File: src/rtl/mem_port_arbiter_pkg.sv
// Shared types and default sizing for the memory port arbiter.
package mem_port_arbiter_pkg;

    localparam int ADDR_W_DEF      = 32;
    localparam int DATA_W_DEF      = 32;
    localparam int MAX_DSTREAK_DEF = 4;
    localparam int DSTREAK_W       = 3;
    localparam int STALL_W         = 16;

    // Which requester owns the read response arriving next cycle
    typedef enum logic [1:0] {
        OWN_NONE    = 2'd0,
        OWN_IF_PEND = 2'd1,
        OWN_DM_PEND = 2'd2
    } owner_e;

endpackage

File: src/rtl/mem_port_arbiter.sv
// Two-port (fetch / data) arbiter onto one single-cycle-latency memory.
// Data side wins by default; fetch is forced through after MAX_DSTREAK
// consecutive data grants while it waits.
//
// state        | meaning
// OWN_NONE     | no read response due next cycle
// OWN_IF_PEND  | mem_rdata next cycle belongs to fetch
// OWN_DM_PEND  | mem_rdata next cycle belongs to data port
module mem_port_arbiter
    import mem_port_arbiter_pkg::*;
#(
    parameter int ADDR_W      = ADDR_W_DEF,
    parameter int DATA_W      = DATA_W_DEF,
    parameter int MAX_DSTREAK = MAX_DSTREAK_DEF
) (
    input  logic                clk,
    input  logic                reset,
    input  logic                if_req,
    input  logic [ADDR_W-1:0]   if_addr,
    output logic                if_gnt,
    output logic                if_rvalid,
    output logic [DATA_W-1:0]   if_rdata,
    input  logic                dm_req,
    input  logic                dm_wen,
    input  logic [ADDR_W-1:0]   dm_addr,
    input  logic [DATA_W-1:0]   dm_wdata,
    output logic                dm_gnt,
    output logic                dm_rvalid,
    output logic [DATA_W-1:0]   dm_rdata,
    output logic                mem_en,
    output logic                mem_wen,
    output logic [ADDR_W-1:0]   mem_addr,
    output logic [DATA_W-1:0]   mem_wdata,
    input  logic [DATA_W-1:0]   mem_rdata,
    output logic                stall_if,
    output logic [STALL_W-1:0]  stall_cnt
);

    logic [DSTREAK_W-1:0] dstreak;
    logic                 streak_hit;
    owner_e               owner;

    assign streak_hit = (dstreak == DSTREAK_W'(MAX_DSTREAK));

    // Grants are combinational; reset blocks both so nothing reaches memory
    assign if_gnt   = ~reset & if_req & (~dm_req | streak_hit);
    assign dm_gnt   = ~reset & dm_req & ~(if_req & streak_hit);
    assign stall_if = if_req & ~if_gnt;
    assign mem_en   = if_gnt | dm_gnt;

    // Request mux onto the memory port; idle port drives zeros
    always_comb begin
        mem_addr  = '0;
        mem_wdata = '0;
        mem_wen   = 1'b0;
        if (if_gnt) begin
            mem_addr = if_addr;
        end else if (dm_gnt) begin
            mem_addr  = dm_addr;
            mem_wdata = dm_wdata;
            mem_wen   = dm_wen;
        end
    end

    // Pending-owner FSM: records who gets the read data next cycle
    always_ff @(posedge clk) begin
        if (reset) begin
            owner <= OWN_NONE;
        end else if (if_gnt) begin
            owner <= OWN_IF_PEND;
        end else if (dm_gnt && !dm_wen) begin
            owner <= OWN_DM_PEND;
        end else begin
            owner <= OWN_NONE;
        end
    end

    // Response steering; a response still in flight when reset rises is dropped
    assign if_rvalid = ~reset & (owner == OWN_IF_PEND);
    assign dm_rvalid = ~reset & (owner == OWN_DM_PEND);
    assign if_rdata  = if_rvalid ? mem_rdata : '0;
    assign dm_rdata  = dm_rvalid ? mem_rdata : '0;

    // Consecutive data grants while fetch is waiting
    always_ff @(posedge clk) begin
        if (reset || if_gnt || !if_req) begin
            dstreak <= '0;
        end else if (dm_gnt) begin
            dstreak <= dstreak + 1'b1;
        end
    end

    // Saturating fetch-stall counter
    always_ff @(posedge clk) begin
        if (reset) begin
            stall_cnt <= '0;
        end else if (stall_if && (stall_cnt != {STALL_W{1'b1}})) begin
            stall_cnt <= stall_cnt + 1'b1;
        end
    end

endmodule

File: config.mk
export PLATFORM = sky130hd
export DESIGN_NAME = mem_port_arbiter
export DESIGN_NICKNAME = d
export VERILOG_FILES = /design/src/rtl/mem_port_arbiter_pkg.sv /design/src/rtl/mem_port_arbiter.sv
export SDC_FILE = /design/constraint.sdc
export NUM_CORES = 1
export LEC_CHECK = 0
export BUFFER_PORTS_ARGS = -buffer_cell sky130_fd_sc_hd__buf_2
export CORE_AREA = 10 10 101 103
export CTS_CLUSTER_DIAMETER = 150
export DETAILED_ROUTE_END_ITERATION = 7
export DIE_AREA = 0 0 111 113
export PLACE_DENSITY = 0.68
export SYNTH_ARGS = -nofsm -noshare
export SYNTH_HDL_FRONTEND = slang
export SYNTH_SLANG_ARGS = --single-unit
File: constraint.sdc
create_clock -name clk -period 5.8 [get_ports clk]
set_input_delay 1.74 -clock clk [delete_from_list [all_inputs] [get_ports clk]]
set_output_delay 1.74 -clock clk [all_outputs]
set_load 0.02 [all_outputs]
==> impl_results.md, run 1 <==
- Post-CTS Setup Inserts: 0
- # IOs: around 280
- Fillers: 809
- Non-filler cells, final: 649
- Top_reg_cell synth: dfxtp_1
- Final setup TNS: 0 ns
- First-pass GRT wire length: ~18 mm
- Port bufs: 283
- CTS sink count: 21
- Drt drc: 0
- RSZ-0062 raised after global routing: no
- RD Place Congestion: 0.929
- Routed WL per cell: around 19 um
- Fin crit share: between 80 and 90%
- Post-synthesis cell count: around 270
- Data arrival, critical path: about 3.3 ns
- Worst Skew: around 0.0086 ns
- DRT iter0 DRCs: 258
- Largest net degree at the start of global routing: between 40 and 50
- Post-DR vias/cell: 4.70
- Die Y-Extent: ~110 um
- Chip width: around 110 um
- H-tree levels: 1
- MaxCap Viol Count: 0
- Detailed-placement wirelength estimate: between 10 and 15 mm
- DRT Wirelength: around 12 mm
- Critical path cell sequence: buf_2, nor2b_1, inv_1, a31oi_4, buf_12, a22o_1, buf_2
- Worst slew margin: 53.9%
- Vias in the first global route: ~3100
- CP Capture Type: output pin
- Reg2reg setup slack: between 3 and 4 ns
- CP top delay family: compound AO/OA/AOI/OAI gates
- Area delta synth->final: 77.6%
- Startpoint types: input pin
- Worst-path clk slew: around 0.08 ns
- Mapped Nets: 409
- Die area: about 13000 um2
- Initial Util: between 20% and 30%
- CTS tree: yes
- Max-slew violation count: 0
- Total GRT Usage: 17.2%
- Clock Tree Root: clkbuf_8
- Synth warnings: 0
- CP max stage delay: roughly 0.55 ns
- Area contributors post-synth: and2_1, dfxtp_1, a22o_1
- Hold-critical path endpoint: dstreak[0]
- Fin crit period: 5.00 ns
- Worst-margin pin slew: approximately 0.68 ns
- Site Rows: 33
- Synthesized flop and latch total: 21
- Status: finished, final reports clean
- Worst r2r src: dstreak[0]
- # resized after CTS: 0
- Synth Area per Inst: between 7 and 8 um2
- Initial antenna violation count: 0
- Fin area: 3640 um2
- Hold Path Class: reg2reg
- Register area share after synthesis: about a fifth
- Synth unique cells: 38
- Achievable Freq: 200 MHz
- Leakage: roughly 2.1 nW
- Placed cell count: 645
- Cts bufs inserted: 3
- Cell Area, Placed: 3590 um2
- Grt ovf: 0
- Antenna fix cells: 0
- Number of synthesized flops with an enable pin: 0
- Crit-path max FO: 40
- Critical-path cell with the highest stage delay: a31oi_4
- WHS Path Cells: 2
- Hold_ws: around 0.52 ns
- Clock Tree Buf Depth: 2
- Post-DRT Antenna Nets: 0
- Hold_buf cts: 0
- Worst vdd ir: between 0.06 and 0.07 mV
- Core area: 8130 um2
- Utilization after layout: between 40 and 50%
- Pwr Density: roughly 120 nW/um2
- Synth area leader: and2_1
- Clk_lat worst skew: roughly 0.26 ns
- Layout cell share with drive strength beyond 1: around 56%
- Fin. Hold Viols: 0
- Drt first pass iters: 5
- Synthesized area: a little over 2000 um2
- Min-delay src: dstreak[0]
- Worst path bufs/invs: 4
- Final net count: 681
- Setup Viol. Count Final: 0
- FF-to-FF path depth: 7
- Yosys top cell area share: a little under a third
- Cell mode on critical path: buf_2
- Reg2Reg Capture Point: stall_cnt[5]
- Most common cell after layout, fill and taps aside: buf_2
- Critical Path RT: about 4.1 ns
- Most frequent cells in the layout: buf_2, and2_1, a22o_1
- Fraction of registers with async set/reset: 0%
- Routed vias: slightly above 3000
- Critical path type: in2out
==> cells by family (layout without fill, tap and decap cells) <==
group                    count (synthesis)  count (layout)  synth area share (%)
buffers and inverters                   31             302                  6.17
multiplexers                             3               3                  1.47
flip-flops                              21              21                  20.5
adder cells (fa/ha/maj)                  3               3                  1.83
AND/OR/NAND/NOR                        147             147                  44.5
AO/OA/AOI/OAI                           68              68                  25.5
==> worst reg2reg max path, cell delays in order, from the launching register on <==
cell      delay, ns
dfxtp_1        0.34
inv_1          0.05
ha_1           0.27
a21boi_2       0.37
o21ai_1        0.13
buf_4          0.19
or4_1          0.50
a21oi_1        0.15
==> per-layer routing <==
layer	GRT usage, %	wire length, um	vias to the layer above
met2	32.1	6280	172
met3	7.34	1300	6
met5	0	0	-
met1	17.9	4360	1371
li1	-	-	1501
met4	2.34	88	0
==> how the worst max path moves through the flow <==
stage	startpoint	endpoint	slack (ns)	cells past startpoint
floorplan	if_req	mem_addr[22]	1.04	4
global placement	dm_req	mem_addr[10]	0.88	7
detailed placement	dm_req	mem_addr[10]	0.80	7
CTS	dm_req	mem_addr[10]	0.79	7
global route	dm_req	mem_addr[21]	0.63	7
finish	dm_req	mem_addr[10]	0.80	7
==> synth_stat cells (all sizes together), types with 2 or more instances <==
master   number
nand2         7
and4          3
inv           9
ha            3
and2        100
a31oi         2
nor2          8
o31ai         7
o2111ai       2
and3          2
clkbuf       19
nor2b         2
o21ai         7
dfxtp        21
nand3         4
buf           3
or3           2
a22o         32
nor3b         4
or4           7
or2           2
mux2i         3
nand4         3
a21oi        12
==> registers in the layout, summed over array words and instances (netlist names) <==
name	cells
owner	2
stall_cnt	16
dstreak	3
==> cell type report <==
cell class	count	area, um2	share of cell area, %
multi-input combinational	221	1530	42.1
timing repair buffer	289	1470	40.5
sequential	21	420	11.6
tap	105	131	3.61
clock buffer	3	41.3	1.13
inverter	9	33.8	0.928
clock inverter	1	5.00	0.138
==> power by group <==
part	total [mW]	leakage, nW	switching (mW)	internal (mW)
logic	0.177	1.94	0.0996	0.0778
registers	0.148	0.170	0.00177	0.146
clock network	0.0978	0.0255	0.0500	0.0478
total	0.423	2.13	0.151	0.272
==> metrics by stage <==
step / total power [mW] / worst slack (ns)
floorplan: 0.238 / 1.04
finish: 0.423 / 0.801
global placement: 0.328 / 0.881
detailed placement: 0.330 / 0.805
global route: 0.448 / 0.634
CTS: 0.429 / 0.790
(Power assumes the default switching activity.)
==> run 2: changes to the inputs <==
Settings changed: BUFFER_PORTS_ARGS -buffer_cell sky130_fd_sc_hd__buf_2 to -buffer_cell sky130_fd_sc_hd__buf_4, CELL_PAD_IN_SITES_DETAIL_PLACEMENT from default to 0, CELL_PAD_IN_SITES_GLOBAL_PLACEMENT from default to 1, CORE_AREA 10 10 101 103 to default, CORE_ASPECT_RATIO from default to 0.7, CORE_MARGIN from default to 10, CORE_UTILIZATION from default to 20, DIE_AREA 0 0 111 113 to default, PLACE_DENSITY 0.68 to default, PLACE_DENSITY_LB_ADDON from default to 0.1.
==> run 2 against run 1 <==
Net effect:
- critical path depth unchanged
- sequential power about the same
- non-clock buffer count decreased by 1
- routed wire length grew 6.5%
- power increased by 22%
- clock-buffer cell count rose by 1
- setup slack better by 0.26 ns
- register-to-register slack is essentially flat
- via count decreased by 1.1%
- clock power up 50%
- combinational power increased by 24%
- final area up 21%
- critical endpoint is now mem_addr[24]
- largest cell class is now buffers
==> impl_results.md, run 2 (synthesis results as in run 1) <==
- Status: finished, final reports clean
- Antenna fix cells: 0 (unchanged)
- Most common cell after layout, fill and taps aside: buf_4
- Startpoint types: input pin
- DRT iter0 DRCs: 92 (-64%)
- Achievable Freq: 211 MHz (+5.5%)
- Top flop regs: stall_cnt x16, dstreak x3, owner x2
- Critical path type: in2out
- Port bufs: 283 (unchanged)
- Initial Util: 20.8% (-4.4 points)
- Worst path bufs/invs: 4 (unchanged)
- DP Worst Slack: 1.06 ns (+0.253 ns)
- Routed WL per cell: 19.1 um (+3.0%)
- Core area: 9830 um2 (+21%)
- H-tree levels: 1 (unchanged)
- Clock Tree Buf Depth: 2 (unchanged)
- Fin. Hold Viols: 0 (unchanged)
- Area delta synth->final: 115%
- Utilization after layout: 44.7% (about the same)
- Fin crit share: 81.7% (-4.5 points)
- Vias in the first global route: 3114 (+1.1%)
- Cell mode on critical path: buf_4
- Fin crit period: 4.74 ns (-0.259 ns)
- Grt ovf: 0 (unchanged)
- Pwr Density: 117 nW/um2 (+0.53%)
- # resized after CTS: 0 (unchanged)
- Leakage: 2.26 nW (+6.0%)
- Most frequent cells in the layout: buf_4, and2_1, a22o_1
- Clock Tree Root: clkbuf_16
- CP Capture Type: output pin
- RD Place Congestion: 0.814 (-12%)
- Hold Path Class: reg2reg
- Post-DR vias/cell: 4.49 (-4.4%)
- Largest net degree at the start of global routing: 68 (+66%)
- Post-CTS Setup Inserts: 0 (unchanged)
- Drt first pass iters: 4 (-1)
- Total GRT Usage: 15.9% (-1.3 points)
- Max reg flops: 16 (unchanged)
- Worst vdd ir: 0.114 mV (+72%)
- Final setup TNS: 0 ns (unchanged)
- First-pass GRT wire length: 18.9 mm (+5.9%)
- Setup Viol. Count Final: 0 (unchanged)
- CP max stage delay: 0.27 ns (-0.28 ns)
- Cts bufs inserted: 3 (unchanged)
- Die area: 14800 um2 (+18%)
- Initial antenna violation count: 0 (unchanged)
- RSZ-0062 raised after global routing: no
- Detailed-placement wirelength estimate: 11.2 mm (+5.0%)
- Worst-margin pin slew: 0.796 ns (+0.114 ns)
- Worst-path clk slew: 0.06 ns (-0.02 ns)
- Crit-path max FO: 67 (+68%)
- # IOs: 284 (unchanged)
- DRT Wirelength: 12.8 mm (+6.5%)
- Clk_lat worst skew: 0.25 ns (about the same)
- Critical Path RT: 4.06 ns (about the same)
- Final net count: 680 (-0.15%)
- Hold_buf cts: 0 (unchanged)
- MaxCap Viol Count: 0 (unchanged)
- Drt drc: 0 (unchanged)
- Top reg by flops: stall_cnt
- Site Rows: 30 (-9.1%)
- Data arrival, critical path: 3.00 ns (-0.26 ns)
- Routed vias: 3016 (-1.1%)
- Max-slew violation count: 0 (unchanged)
- Critical path cell sequence: buf_4, nor2b_1, inv_1, a31oi_4, buf_12, a22o_1, buf_4
- Layout cell share with drive strength beyond 1: 55.4% (-0.27 points)
- CTS tree: yes
- Critical-path cell with the highest stage delay: buf_12
- Chip width: 141 um (+27%)
- Design Power: 514 uW (+22%)
- Post-DRT Antenna Nets: 0 (unchanged)
- Die Y-Extent: 105 um (-7.4%)
- Setup WS post-layout: 1.06 ns (+0.259 ns)
- Fillers: 1009 (+25%)
- CTS sink count: 21 (unchanged)
- Worst Skew: 0.00281 ns (-0.00575 ns)
- Worst slew margin: 46.2% (-7.7 points)
- CP top delay family: buffers and inverters
==> run 2: path summary, 6_finish.rpt <==
kind	startpoint	slack, ns	depth (start not counted)	to
max	reset	1.06	7	mem_addr[24]
min	dstreak[0]	0.52	2	dstreak[0]
max reg2reg	dstreak[0]	3.74	6	stall_cnt[9]
min reg2reg	dstreak[0]	0.52	2	dstreak[0]
==> run 2: routing by layer <==
metal,global-route usage (%),vias to the layer above,wire length [um]
li1,-,1510,-
met5,0,-,0
met4,2.43,0,125
met3,7.64,6,1500
met1,15.4,1338,4440
met2,30.4,162,6740
==> run 2: area by class of cell <==
class	count	area (um2)	area share, %
Timing Repair Buffer	288	2170	49.4
Sequential cell	21	420	9.55
Clock buffer	4	78.8	1.79
Tap cell	128	160	3.64
Multi-Input combinational cell	221	1530	34.8
Inverter	9	33.8	0.768
==> run 2: stage by stage <==
| step | cell area, um2 | std cells | hold slack [ns] |
|---|---|---|---|
| floorplan | 2050 | 273 | 0.479 |
| global placement | 4320 | 667 | 0.491 |
| detailed placement | 4320 | 667 | 0.516 |
| CTS | 4400 | 671 | 0.525 |
| global route | 4400 | 671 | 0.539 |
| finish | 4400 | 671 | 0.516 |
==> run 2: tightest hold or removal path, cell delays in order (launching register included) <==
cell     delay, ns
dfxtp_1       0.31
inv_1         0.06
and2_1        0.12
==> run 2: power breakdown <==
| part | switching [mW] | internal [mW] |
|---|---|---|
| combinational | 0.100 | 0.119 |
| clock | 0.0531 | 0.0936 |
| sequential | 0.00198 | 0.146 |
==> run 3: changes to the inputs <==
Settings changed: ABC_AREA from default to 1, CORE_UTILIZATION 20 to 18.
Clock period 5.8 ns to 4.85 ns, I/O delays scaled along.
==> run 3 against run 2 <==
Net effect:
- non-clock buffer count down 1
- die area is 13% higher
- routed wire length grew 5.6%
- clock-buffer cell count is the same
- register-to-register slack got worse by 0.55 ns
- critical path depth is 2 lower
- via count grew 12%
- sequential power is 20% higher
- flip-flop and latch count unchanged
- highest routed layer unchanged
==> impl_results.md, run 3 <==
- Mapped Nets: 524 (+28%)
- Fin crit period: between 4 and 5 ns
- Synth unique cells: 22 (-42%)
- Data arrival, critical path: 2.91 ns (-0.09 ns)
- Setup Viol. Count Final: 0 (unchanged)
- Top flop regs: stall_cnt x16, dstreak x3, owner x2
- Port bufs: 283 (unchanged)
- Post-synthesis cell count: 388 (+42%)
- DRT iter0 DRCs: 212 (+130%)
- Most common cell after layout, fill and taps aside: buf_4
- Synth area leader: nor2_1
- Leakage: 2.65 nW (+17%)
- RD Place Congestion: 0.875 (+7.5%)
- Crit-path max FO: 32 (-52%)
- Top reg by flops: stall_cnt
- Clock Tree Buf Depth: 2 (unchanged)
- Setup WS post-layout: 0.486 ns (-0.574 ns)
- Worst-path clk slew: 0.06 ns (about the same)
- Worst-margin pin slew: 0.962 ns (+0.166 ns)
- Total GRT Usage: 15.1% (-0.88 points)
- Site Rows: 33 (+10%)
- MaxCap Viol Count: 0 (unchanged)
- CTS tree: yes
- Synthesized area: 2130 um2 (+3.9%)
- WHS Path Cells: 2 (unchanged)
- # IOs: 284 (unchanged)
- Top-count cell post-synth: nor2_1
- Die area: 16600 um2 (+13%)
- Initial antenna violation count: 0 (unchanged)
- Post-CTS Setup Inserts: 0 (unchanged)
- # resized after CTS: 0 (unchanged)
- Initial Util: 18.3% (-2.5 points)
- Fin. Hold Viols: 0 (unchanged)
- Antenna fix cells: 0 (unchanged)
- Synth warnings: 0 (unchanged)
- Most frequent cells in the layout: buf_4, nor2_1, inv_1
- Drt first pass iters: 4 (unchanged)
- Cts bufs inserted: 3 (unchanged)
- Post-DRT Antenna Nets: 0 (unchanged)
- Vias in the first global route: 3376 (+8.4%)
- Worst Skew: 0.00382 ns (+0.00101 ns)
- Min-delay src: stall_cnt[15]
- Register area share after synthesis: 19.8% (-0.77 points)
- Clk_lat worst skew: 0.25 ns (about the same)
- Max-slew violation count: 0 (unchanged)
- Max reg flops: 16 (unchanged)
- Layout cell share with drive strength beyond 1: 46.1% (-9.4 points)
- Clock Tree Root: clkbuf_16
- Hold Path Class: reg2reg
- Critical path type: in2out
- RSZ-0062 raised after global routing: no
- Achievable Freq: 229 MHz
- Hold_buf cts: 0 (unchanged)
- Core area: 11600 um2 (+18%)
- H-tree levels: 1 (unchanged)
- DRT Wirelength: 13.5 mm (+5.6%)
- Drt drc: 0 (unchanged)
- Pwr Density: 141 nW/um2 (+20%)
- Fin crit share: between 80% and 90%
- CTS sink count: 21 (unchanged)
- Area contributors post-synth: nor2_1, dfxtp_1, inv_1
- Die Y-Extent: 111 um (+6.0%)
- Reg2Reg Capture Point: stall_cnt[11]
- Top_reg_cell synth: dfxtp_1
- Post-DR vias/cell: 4.11 (-8.6%)
- Startpoint types: input pin
- Area delta synth->final: 110%
- DP Worst Slack: 0.443 ns (-0.614 ns)
- Worst slew margin: 35.8% (-10 points)
- First-pass GRT wire length: 20.0 mm (+5.8%)
- Detailed-placement wirelength estimate: 11.7 mm (+4.9%)
- Critical Path RT: 3.39 ns (-0.67 ns)
- Routed WL per cell: 16.5 um (-13%)
- Routed vias: 3365 (+12%)
- Yosys top cell area share: 22.6% (-8.0 points)
- Synth Area per Inst: 5.49 um2 (-27%)
- Commonest cells post-synth: nor2_1, inv_1, nand2_1, a22o_1, dfxtp_1
- Worst vdd ir: 0.111 mV (-2.9%)
- FF-to-FF path depth: 9 (+3)
- Synthesized flop and latch total: 21 (unchanged)
- Status: finished, final reports clean
- Final setup TNS: 0 ns (unchanged)
- Grt ovf: 0 (unchanged)
- Hold_ws: 0.521 ns (+0.00524 ns)
- Hold-critical path endpoint: stall_cnt[15]
- Worst r2r src: dstreak[0]
- Fraction of registers with async set/reset: 0% (unchanged)
- Reg2reg setup slack: 3.19 ns (-0.55 ns)
- Final net count: 799 (+18%)
- Largest net degree at the start of global routing: 37 (-46%)
- Number of synthesized flops with an enable pin: 0 (unchanged)
- Chip width: 150 um (+6.4%)
- CP Capture Type: output pin
[run 3: report_power, final]
group	switching, mW	internal [mW]
Combinational	0.137	0.140
Clock	0.0628	0.112
Sequential	0.00279	0.175
Total	0.203	0.427
[run 3: cell type report]
class / count / area (um2)
Timing Repair Buffer: 287 / 2150
Multi-Input combinational cell: 262 / 1300
Clock buffer: 4 / 78.8
Sequential cell: 21 / 420
Inverter: 88 / 330
Tap cell: 157 / 196
Fill cell: 1267 / 7160
[run 3: kinds of logic after synthesis]
logic type      after synthesis  share of synthesized area (%)
simple gates                205                           39.5
buf+inv                     105                           19.2
compound gates               49                           17.7
flops                        21                           19.8
xor+xnor                      5                           2.06
fa+ha+maj                     3                           1.76
[run 3: critical path, stage by stage]
cell	delay, ns
buf_4	0.16
nor3_1	0.29
inv_1	0.47
nor2_1	0.33
buf_4	0.19
[run 3: how the worst max path moves through the flow]
| stage | startpoint | endpoint | slack (ns) | cells after the start |
|---|---|---|---|---|
| after global routing | reset | dm_rdata[1] | 0.32 | 5 |
| final | reset | dm_rdata[1] | 0.49 | 5 |
| after global placement | reset | dm_rdata[10] | 0.52 | 5 |
| after detailed placement | reset | dm_rdata[10] | 0.44 | 5 |
| after floorplan | reset | dm_rdata[10] | 0.56 | 5 |
| after CTS | reset | dm_rdata[10] | 0.45 | 5 |
[run 3: metal layers]
metal	vias up	global-route usage, %	share of wire, %
li1	1722	-	-
met1	1457	16.0	38
met2	174	26.7	48
met3	12	7.06	13
met4	0	2.65	1.4
met5	-	0	0
[run 3: per-stage QoR]
stage | util (%) | instances | cell area, um2 | power, mW
after floorplan | - | 388 | 2130 | 0.300
after global placement | 37.8 | 815 | 4400 | 0.461
after detailed placement | 37.8 | 815 | 4400 | 0.462
after CTS | 38.5 | 819 | 4480 | 0.642
after global routing | 38.5 | 819 | 4480 | 0.667
final | 38.5 | 819 | 4480 | 0.630
